===== src/rtl/div_seq_if.sv =====
// Bus between the sequential divider and its two neighbours: the
// requesting datapath/control (start/op/operands in, busy/done/result out)
// and the shared 64-bit ALU adder (A/B/SUB out, S/COUT back).
// slave  = divider side, master = requester + adder side.
interface div_seq_if #(
  parameter int XLEN = 64
);
  logic            start;
  logic [1:0]      op;
  logic [XLEN-1:0] dividend;
  logic [XLEN-1:0] divisor;
  logic            busy;
  logic            done;
  logic [XLEN-1:0] result;
  logic [XLEN-1:0] add_a;
  logic [XLEN-1:0] add_b;
  logic            add_sub;
  logic [XLEN-1:0] add_s;
  logic            add_cout;

  modport slave (
    input  start, op, dividend, divisor, add_s, add_cout,
    output busy, done, result, add_a, add_b, add_sub
  );

  modport master (
    output start, op, dividend, divisor, add_s, add_cout,
    input  busy, done, result, add_a, add_b, add_sub
  );
endinterface


===== src/rtl/div_seq_unit.sv =====
// Iterative restoring divider for RV64M DIV/DIVU/REM/REMU.
// One trial subtraction per cycle on the shared ALU adder, XLEN iterations,
// then a sign-fixup cycle and a one-cycle done pulse. Division by zero and
// signed overflow are resolved at capture and skip the iteration phase.
module div_seq_unit #(
  parameter int XLEN = 64
) (
  input  logic     clk,
  input  logic     rst_n,
  div_seq_if.slave bus
);

  localparam int              CNT_W = $clog2(XLEN);
  localparam logic [XLEN-1:0] SMIN  = {1'b1, {(XLEN-1){1'b0}}};

  typedef enum logic [1:0] {
    S_IDLE,
    S_ITER,
    S_SIGN,
    S_DONE
  } state_t;

  state_t          state_q;
  logic            sel_rem_q;   // op[1]: return remainder instead of quotient
  logic            qneg_q;
  logic            rneg_q;
  logic [XLEN-1:0] dvs_q;       // |divisor| for the iteration
  logic [XLEN-1:0] q_q;         // dividend shifting out / quotient shifting in
  logic [XLEN-1:0] rem_q;       // partial remainder
  logic [CNT_W-1:0] cnt_q;
  logic            busy_q;
  logic            done_q;
  logic [XLEN-1:0] result_q;

  // Operand conditioning at capture
  logic            dvd_neg;
  logic            dvs_neg;
  logic [XLEN-1:0] dvd_abs;
  logic [XLEN-1:0] dvs_abs;
  logic            div_zero;
  logic            sgn_ovf;

  assign dvd_neg  = ~bus.op[0] & bus.dividend[XLEN-1];
  assign dvs_neg  = ~bus.op[0] & bus.divisor[XLEN-1];
  assign dvd_abs  = dvd_neg ? (~bus.dividend + XLEN'(1)) : bus.dividend;
  assign dvs_abs  = dvs_neg ? (~bus.divisor + XLEN'(1)) : bus.divisor;
  assign div_zero = (bus.divisor == '0);
  assign sgn_ovf  = ~bus.op[0] & (bus.dividend == SMIN) & (bus.divisor == '1);

  // One restoring step: {msb, r_shift} is the 65-bit shifted partial remainder.
  // A set msb means r_shift+2^XLEN already exceeds any divisor, so the bit is 1
  // regardless of the adder's borrow and the XLEN-bit difference is exact.
  logic            in_iter;
  logic            msb;
  logic [XLEN-1:0] r_shift;
  logic            qbit;

  assign in_iter = (state_q == S_ITER);
  assign msb     = rem_q[XLEN-1];
  assign r_shift = {rem_q[XLEN-2:0], q_q[XLEN-1]};
  assign qbit    = msb | bus.add_cout;

  // The adder answers in the same cycle, so its inputs must be combinational
  // from current state; they are forced to zero outside the iteration phase.
  assign bus.add_a   = in_iter ? r_shift : '0;
  assign bus.add_b   = in_iter ? dvs_q : '0;
  assign bus.add_sub = in_iter;

  // Sign fixup of quotient and remainder
  logic [XLEN-1:0] q_fix;
  logic [XLEN-1:0] r_fix;

  assign q_fix = qneg_q ? (~q_q + XLEN'(1)) : q_q;
  assign r_fix = rneg_q ? (~rem_q + XLEN'(1)) : rem_q;

  assign bus.busy   = busy_q;
  assign bus.done   = done_q;
  assign bus.result = result_q;

  // Control FSM and datapath registers
  always_ff @(posedge clk or negedge rst_n) begin
    if (!rst_n) begin
      state_q   <= S_IDLE;
      sel_rem_q <= 1'b0;
      qneg_q    <= 1'b0;
      rneg_q    <= 1'b0;
      dvs_q     <= '0;
      q_q       <= '0;
      rem_q     <= '0;
      cnt_q     <= '0;
      busy_q    <= 1'b0;
      done_q    <= 1'b0;
      result_q  <= '0;
    end else begin
      case (state_q)
        S_IDLE: begin
          done_q <= 1'b0;
          if (bus.start) begin
            sel_rem_q <= bus.op[1];
            busy_q    <= 1'b1;
            if (div_zero) begin
              // Quotient all ones, remainder = raw dividend; no sign fixup.
              q_q     <= '1;
              rem_q   <= bus.dividend;
              qneg_q  <= 1'b0;
              rneg_q  <= 1'b0;
              state_q <= S_SIGN;
            end else if (sgn_ovf) begin
              q_q     <= bus.dividend;
              rem_q   <= '0;
              qneg_q  <= 1'b0;
              rneg_q  <= 1'b0;
              state_q <= S_SIGN;
            end else begin
              q_q     <= dvd_abs;
              rem_q   <= '0;
              dvs_q   <= dvs_abs;
              qneg_q  <= dvd_neg ^ dvs_neg;
              rneg_q  <= dvd_neg;
              cnt_q   <= CNT_W'(XLEN - 1);
              state_q <= S_ITER;
            end
          end
        end
        S_ITER: begin
          q_q   <= {q_q[XLEN-2:0], qbit};
          rem_q <= qbit ? bus.add_s : r_shift;
          if (cnt_q == '0) begin
            state_q <= S_SIGN;
          end else begin
            cnt_q <= cnt_q - CNT_W'(1);
          end
        end
        S_SIGN: begin
          result_q <= sel_rem_q ? r_fix : q_fix;
          done_q   <= 1'b1;
          state_q  <= S_DONE;
        end
        S_DONE: begin
          done_q  <= 1'b0;
          busy_q  <= 1'b0;
          state_q <= S_IDLE;
        end
        default: begin
          state_q <= S_IDLE;
        end
      endcase
    end
  end

endmodule


===== src/flat_wrapper.sv =====
// flat-port wrapper written by rule: the top's interface ports become plain ports
module div_seq_unit_flat 
#(
  parameter int XLEN = 64
)
  (clk, rst_n, bus_start, bus_op, bus_dividend, bus_divisor, bus_add_s, bus_add_cout, bus_busy, bus_done, bus_result, bus_add_a, bus_add_b, bus_add_sub);
  div_seq_if #(.XLEN(XLEN)) bus_i ();
  input  logic clk;
  input  logic rst_n;
  input wire logic [$bits(bus_i.start)-1:0] bus_start;
  input wire logic [$bits(bus_i.op)-1:0] bus_op;
  input wire logic [$bits(bus_i.dividend)-1:0] bus_dividend;
  input wire logic [$bits(bus_i.divisor)-1:0] bus_divisor;
  input wire logic [$bits(bus_i.add_s)-1:0] bus_add_s;
  input wire logic [$bits(bus_i.add_cout)-1:0] bus_add_cout;
  output wire logic [$bits(bus_i.busy)-1:0] bus_busy;
  output wire logic [$bits(bus_i.done)-1:0] bus_done;
  output wire logic [$bits(bus_i.result)-1:0] bus_result;
  output wire logic [$bits(bus_i.add_a)-1:0] bus_add_a;
  output wire logic [$bits(bus_i.add_b)-1:0] bus_add_b;
  output wire logic [$bits(bus_i.add_sub)-1:0] bus_add_sub;
  assign bus_i.start = bus_start;
  assign bus_i.op = bus_op;
  assign bus_i.dividend = bus_dividend;
  assign bus_i.divisor = bus_divisor;
  assign bus_i.add_s = bus_add_s;
  assign bus_i.add_cout = bus_add_cout;
  assign bus_busy = bus_i.busy;
  assign bus_done = bus_i.done;
  assign bus_result = bus_i.result;
  assign bus_add_a = bus_i.add_a;
  assign bus_add_b = bus_i.add_b;
  assign bus_add_sub = bus_i.add_sub;
  div_seq_unit #(.XLEN(XLEN)) u_core (.clk(clk), .rst_n(rst_n), .bus(bus_i));
endmodule

===== config.mk =====
export PLATFORM = sky130hd
export DESIGN_NAME = div_seq_unit_flat
export DESIGN_NICKNAME = d
export VERILOG_FILES = /design/src/rtl/div_seq_if.sv /design/src/rtl/div_seq_unit.sv /design/src/flat_wrapper.sv
export SDC_FILE = /design/constraint.sdc
export NUM_CORES = 1
export LEC_CHECK = 0
export BUFFER_PORTS_ARGS = -buffer_cell sky130_fd_sc_hd__buf_4
export CAP_MARGIN = 30
export CORE_UTILIZATION = 50
export CTS_CLUSTER_DIAMETER = 200
export DETAILED_ROUTE_END_ITERATION = 8
export GPL_TIMING_DRIVEN = 0
export PLACE_DENSITY = 0.71
export SLEW_MARGIN = 20
export SYNTH_ARGS = -nofsm -noshare
export SYNTH_HDL_FRONTEND = slang
export SYNTH_SLANG_ARGS = --single-unit

===== constraint.sdc =====
create_clock -name clk -period 8.9 [get_ports clk]
set_clock_uncertainty 0.2 [all_clocks]
set_input_delay 0.445 -clock clk [delete_from_list [all_inputs] [get_ports clk]]
set_output_delay 0.445 -clock clk [all_outputs]
set_load 0.1 [all_outputs]

* Word level (Yosys, flattened, before mapping)
Index checks and enable logic that the tools add are counted. Widths: inputs -> output; s select.
Operators by class: $add $sub $neg 5, multipliers 0, divide/modulo/power cells 0, $lt $le $gt $ge 0, equal/unequal tests 10, shift operators 0, muxes and demuxes 32, bitwise operators 13, reductions and logical operators 13
Operators with widths (count):
- $mux 64 | 13
- $add 64x1->64 const B | 4
- $not 64->64 | 4
- $pmux 64 s2 | 2
- $eq 64x64->1 const B | 2
- $logic_not 64->1 | 1
- $mux 6 | 4
- $pmux 6 s2 | 1
- $ne 2x2->1 const B | 5
- $mux 2 | 4
- $pmux 2 s4 | 1
- $reduce_and 2->1 | 4
- $logic_not 6->1 | 1
- $reduce_bool 2->1 | 3
- $sub 6x1->6 const B | 1
- $mux 1 | 5
- $reduce_and 5->1 | 1
- $and 1x1->1 | 4
- $eq 2x2->1 const B | 2
- $pmux 1 s2 | 2
- $reduce_and 4->1 | 1
- $not 1->1 | 3
- $eq 2x1->1 const B | 1
- $logic_not 2->1 | 1
- other kinds (3) | 3
Word-level totals: flip-flop bits (word level) 269, bits in latches 0, bits in writable memories 0, bits in read-only memories 0, input port bits 198, output and inout port bits 195, word-level logic and storage cells 84, memories kept 0

* Depth between registers and ports, before layout
word-level depth 7, gate-level depth with buffers 13, gate-level depth less buffers 9

* Least setup slack after synthesis
Ideal clock, no wire load.
path type reg-to-output, from reg u_core.state_q[1], to out bus_add_b[63], data arrival time 3328 ps, required time 8255 ps, path slack 4927 ps, cell stages (with the launch flop) 6, buffers on the path 1, path through dfrtp_1 -> inv_1 -> ha_1 -> clkinv_1 -> clkbuf_1 -> nor2_1
On the way: word-level cells in the longest chain between the ends 2
RTL lines:
- start, declared | line div_seq_unit.sv:23 | state_t state_q;
- start signal, assigned | line div_seq_unit.sv:83 | state_q <= S_IDLE;
- start signal, assigned | line div_seq_unit.sv:107 | state_q <= S_SIGN;
- start signal, assigned | line div_seq_unit.sv:113 | state_q <= S_SIGN;
- $eq 2x1->1 | line div_seq_unit.sv:58 | assign in_iter = (state_q == S_ITER);
- via bus_add_sub | line flat_wrapper.sv:21 | output wire logic [$bits(bus_i.add_sub)-1:0] bus_add_sub;
- $mux 64 | line div_seq_unit.sv:66 | assign bus.add_b = in_iter ? dvs_q : '0;
- end, declared | line flat_wrapper.sv:20 | output wire logic [$bits(bus_i.add_b)-1:0] bus_add_b;
The timed path passes the listed nets, and every way through them passes these cells.

* Final worst setup path
from reg u_core.rem_q[0], to reg u_core.result_q[62] (netlist: u_core.bus.result[62])
On the way: word-level cells in the longest chain between the ends 4
RTL lines:
- start, declared | line div_seq_unit.sv:29 | logic [XLEN-1:0] rem_q;
- start signal, assigned | line div_seq_unit.sv:104 | rem_q <= bus.dividend;
- start signal, assigned | line div_seq_unit.sv:127 | rem_q <= qbit ? bus.add_s : r_shift;
- $not 64->64 | line div_seq_unit.sv:74 | assign r_fix = rneg_q ? (~rem_q + XLEN'(1)) : rem_q;
- $add 64x1->64 | line div_seq_unit.sv:74
- $mux 64 | line div_seq_unit.sv:74
- $mux 64 | line div_seq_unit.sv:135 | result_q <= sel_rem_q ? r_fix : q_fix;
- end signal, assigned | line div_seq_unit.sv:135
- end, declared | line div_seq_unit.sv:33 | logic [XLEN-1:0] result_q;
Every way passes these cells. A chain may end at the register's enable or synchronous reset.

==> results.yml <==
outcome:
  status: "complete, no violations"
pwr:
  power_density_nw_per_um2: 464.4
  p_leak_uw: 0.009018
  max-vdd-ir-drop_v: 0.0003737
logic_synthesis:
  synth_enable_flop_cells: 0
  synth_most_common_cell: "dfrtp_1"
  synth_commonest_cells: "dfrtp_1, nor2_1, a21oi_1, nand2_1, and2_1"
  yosys_warnings: 0
  ys.flop_type: "dfrtp_1"
  synth_cells: 2225
  syn-num-nets: 2435
  synth_cell_type_count: 61
  async_flop_share: 1.000
  yosys.area.top_type: "dfrtp_1"
  synth_seq_cells: 269
  syn_area_per_cell_um2: 8.272
  synth_seq_area_share: 0.3657
  synth_top_area_share: 0.3657
  syn_area_um2: 18410
  synth_area_leaders: "dfrtp_1, xnor2_1, xor2_1"
floorplanning:
  num_io_pins: 393
  core_um2: 35910
  fp-row-count: 69
  initial_utilization: 0.5125
  die-area_um2: 37580
  die-width_um: 193.9
  die_h_um: 193.9
timing:
  slew_violations: 0
  finalSetupViolations: 0
  slew_headroom: 0.2640
  min_period_over_period: 0.5098
  hold_slack_ns: 0.01366
  min_period_ns: 4.537
  fmax_mhz: 220.4
  worst_pin_slew_ns: 1.102
  hold_violations: 0
  rsz0062_at_grt: "false"
  tns_ns: 0
detailed_routing:
  drt-total-wl_mm: 79.27
  via_count: 20241
  ant_nets: 0
  drt_iter0_markers: 1907
  drc_errors: 0
  first_pass_iters: 6
  viasPerCell: 6.426
  wl_per_cell_um: 25.17
final_layout:
  fin_nets: 2873
  syn2layout_area_growth_pct: 26.22
  drive_above_1_share: 0.1923
global_route:
  grt_pass1_vias: 19486
  grt.total_usage: 0.4096
  grt_pass1_wl_mm: 118.1
  grt_antenna_before_repair: 1
  grt_max_degree: 93
  grt_remaining_overflow: 0
critical_path:
  crit_path_max_incr_delay_ns: 0.75
  r2r-end: "u_core.bus.result[62]"
  crit_family: "simple AND/OR/NAND/NOR gates"
  crit_end: "u_core.bus.result[62]"
  cp_cell_sequence: "inv_1 > ha_1 > or4b_2 > nor4_1 > nand3_1 > o31ai_1 > nand2_1 > xnor2_1 > o221ai_1"
  r2r_start: "u_core.rem_q[0]"
  end_kind: "register"
  startpoint: "u_core.rem_q[0]"
  r2r_cells: 9
  path_max_fanout: 6
  crit_arrival_ns: 4.71
  path_class: "reg -> reg"
  critPathBufInv: 1
  critical-path-slowest-cell: "o31ai_1"
  cp.required_ns: 9.07
  rrSetupSlack_ns: 4.36
  cp-start-kind: "register"
  path_depth: 9
run:
  cap_viol_max_count: 0
clock_tree:
  cts_tree: "built"
  cts_buffers: 34
  cts-root-buf: "clkbuf_16"
  clock_latency_ns: 0.53
  numClockSinks: 269
  cts-htree-levels: 2
  cts-resized-gates: 0
  clk_pin_slew_ns: 0.06
  clockBufferDepth: 3
  post_cts_buffers: 0
place:
  place_hpwl_mm: 59.88
  io_buffers: 392
  gp_congestion: 1.000
worst_hold_path:
  hp-class: "in -> reg"
  hold_depth: 3
placed cells by master (no fill, tap or decap), types with 108 or more instances in the layout:
| cell type | Yosys | final |
|---|---|---|
| dfrtp_1 | 269 | 269 |
| xor2_1 | 108 | 108 |
| buf_4 | 1 | 392 |
| a21oi_1 | 169 | 169 |
| clkbuf_1 | 122 | 132 |
| nand2_1 | 134 | 134 |
| nor2_1 | 226 | 225 |
| o21ai_0 | 123 | 123 |
| xnor2_1 | 128 | 128 |
| and2_1 | 129 | 129 |
per-stage QoR:
step | utilization | instances | worst slack (ns) | power, µW | area (µm²)
floorplan | - | 2225 | 4.927 | 7256 | 18410
global placement | 0.6105 | 3078 | 4.277 | 9088 | 21920
detailed placement | 0.6135 | 3084 | 4.255 | 9203 | 22030
CTS | 0.6462 | 3148 | 4.523 | 10660 | 23210
global route | 0.6468 | 3149 | 4.239 | 11200 | 23230
finish | 0.6468 | 3150 | 4.363 | 10790 | 23230
how the worst min path moves through the flow:
| stage | endpoint | start | slack [ns] |
|---|---|---|---|
| floorplan | u_core.bus.busy | rst_n | -0.05 |
| global placement | u_core.dvs_q[0] | u_core.dvs_q[0] | 0.28 |
| detailed placement | u_core.bus.result[37] | u_core.bus.result[37] | 0.29 |
| CTS | u_core.dvs_q[0] | bus_divisor[0] | 0.004 |
| global route | u_core.dvs_q[0] | bus_divisor[0] | 0.03 |
| finish | u_core.rem_q[29] | bus_dividend[29] | 0.01 |
cell families (layout without fill, tap and decap cells):
group | after synthesis | in the layout | synth area share
multiplexers | 24 | 24 | 0.01407
flip-flops | 269 | 269 | 0.3657
AO/OA/AOI/OAI | 601 | 601 | 0.2011
adder cells (fa/ha/maj) | 12 | 12 | 0.008157
buffers and inverters | 194 | 657 | 0.04133
other | 0 | 1 | 0
XOR/XNOR | 236 | 236 | 0.1123
AND/OR/NAND/NOR | 889 | 889 | 0.2573
layer usage:
metal	wire, µm	GRT usage	part of all wire
met1	30470	0.5174	0.38
met2	36330	0.6585	0.46
met3	8333	0.09376	0.11
met4	4117	0.2072	0.052
met5	19	0	0.00024
power breakdown:
part | total, µW | switching [µW] | leakage, µW | internal [µW]
Clock | 1440 | 568 | 0.000560 | 869
Sequential | 2520 | 693 | 0.00301 | 1820
Combinational | 6830 | 5070 | 0.00545 | 1760
flip-flops by register name, summed over array words and instances, names as in the netlist:
register / flops
u_core.cnt_q: 6
u_core.bus.result: 64
u_core.q_q: 64
u_core.dvs_q: 64
u_core.rem_q: 64
u_core.state_q: 2
u_core.bus.busy: 1
u_core.qneg_q: 1
u_core.rneg_q: 1
u_core.bus.done: 1
u_core.sel_rem_q: 1
repair_timing:
| item | CTS | global route |
|---|---|---|
| endpoints found under the setup margin | 0 | 0 |
| hold endpoints to repair | 91 | 0 |
| hold buffers | 3 | 0 |
cell type report:
type	count	area [µm²]
Fill cell	3170	12680
Multi-Input combinational cell	1762	10920
Sequential cell	269	6731
Timing Repair Buffer	402	3093
Clock buffer	53	1046
Buffer	156	618.1
Tap cell	461	576.8
Inverter	38	142.6
Clock inverter	8	100.1
Antenna cell	1	2.502
worst min-delay path: cells and delay by family:
kind            cells  cell delay, ns
compound gates      1            0.07
buf+inv             1            0.13
simple gates        1            0.06
(Power assumes the default switching activity.)
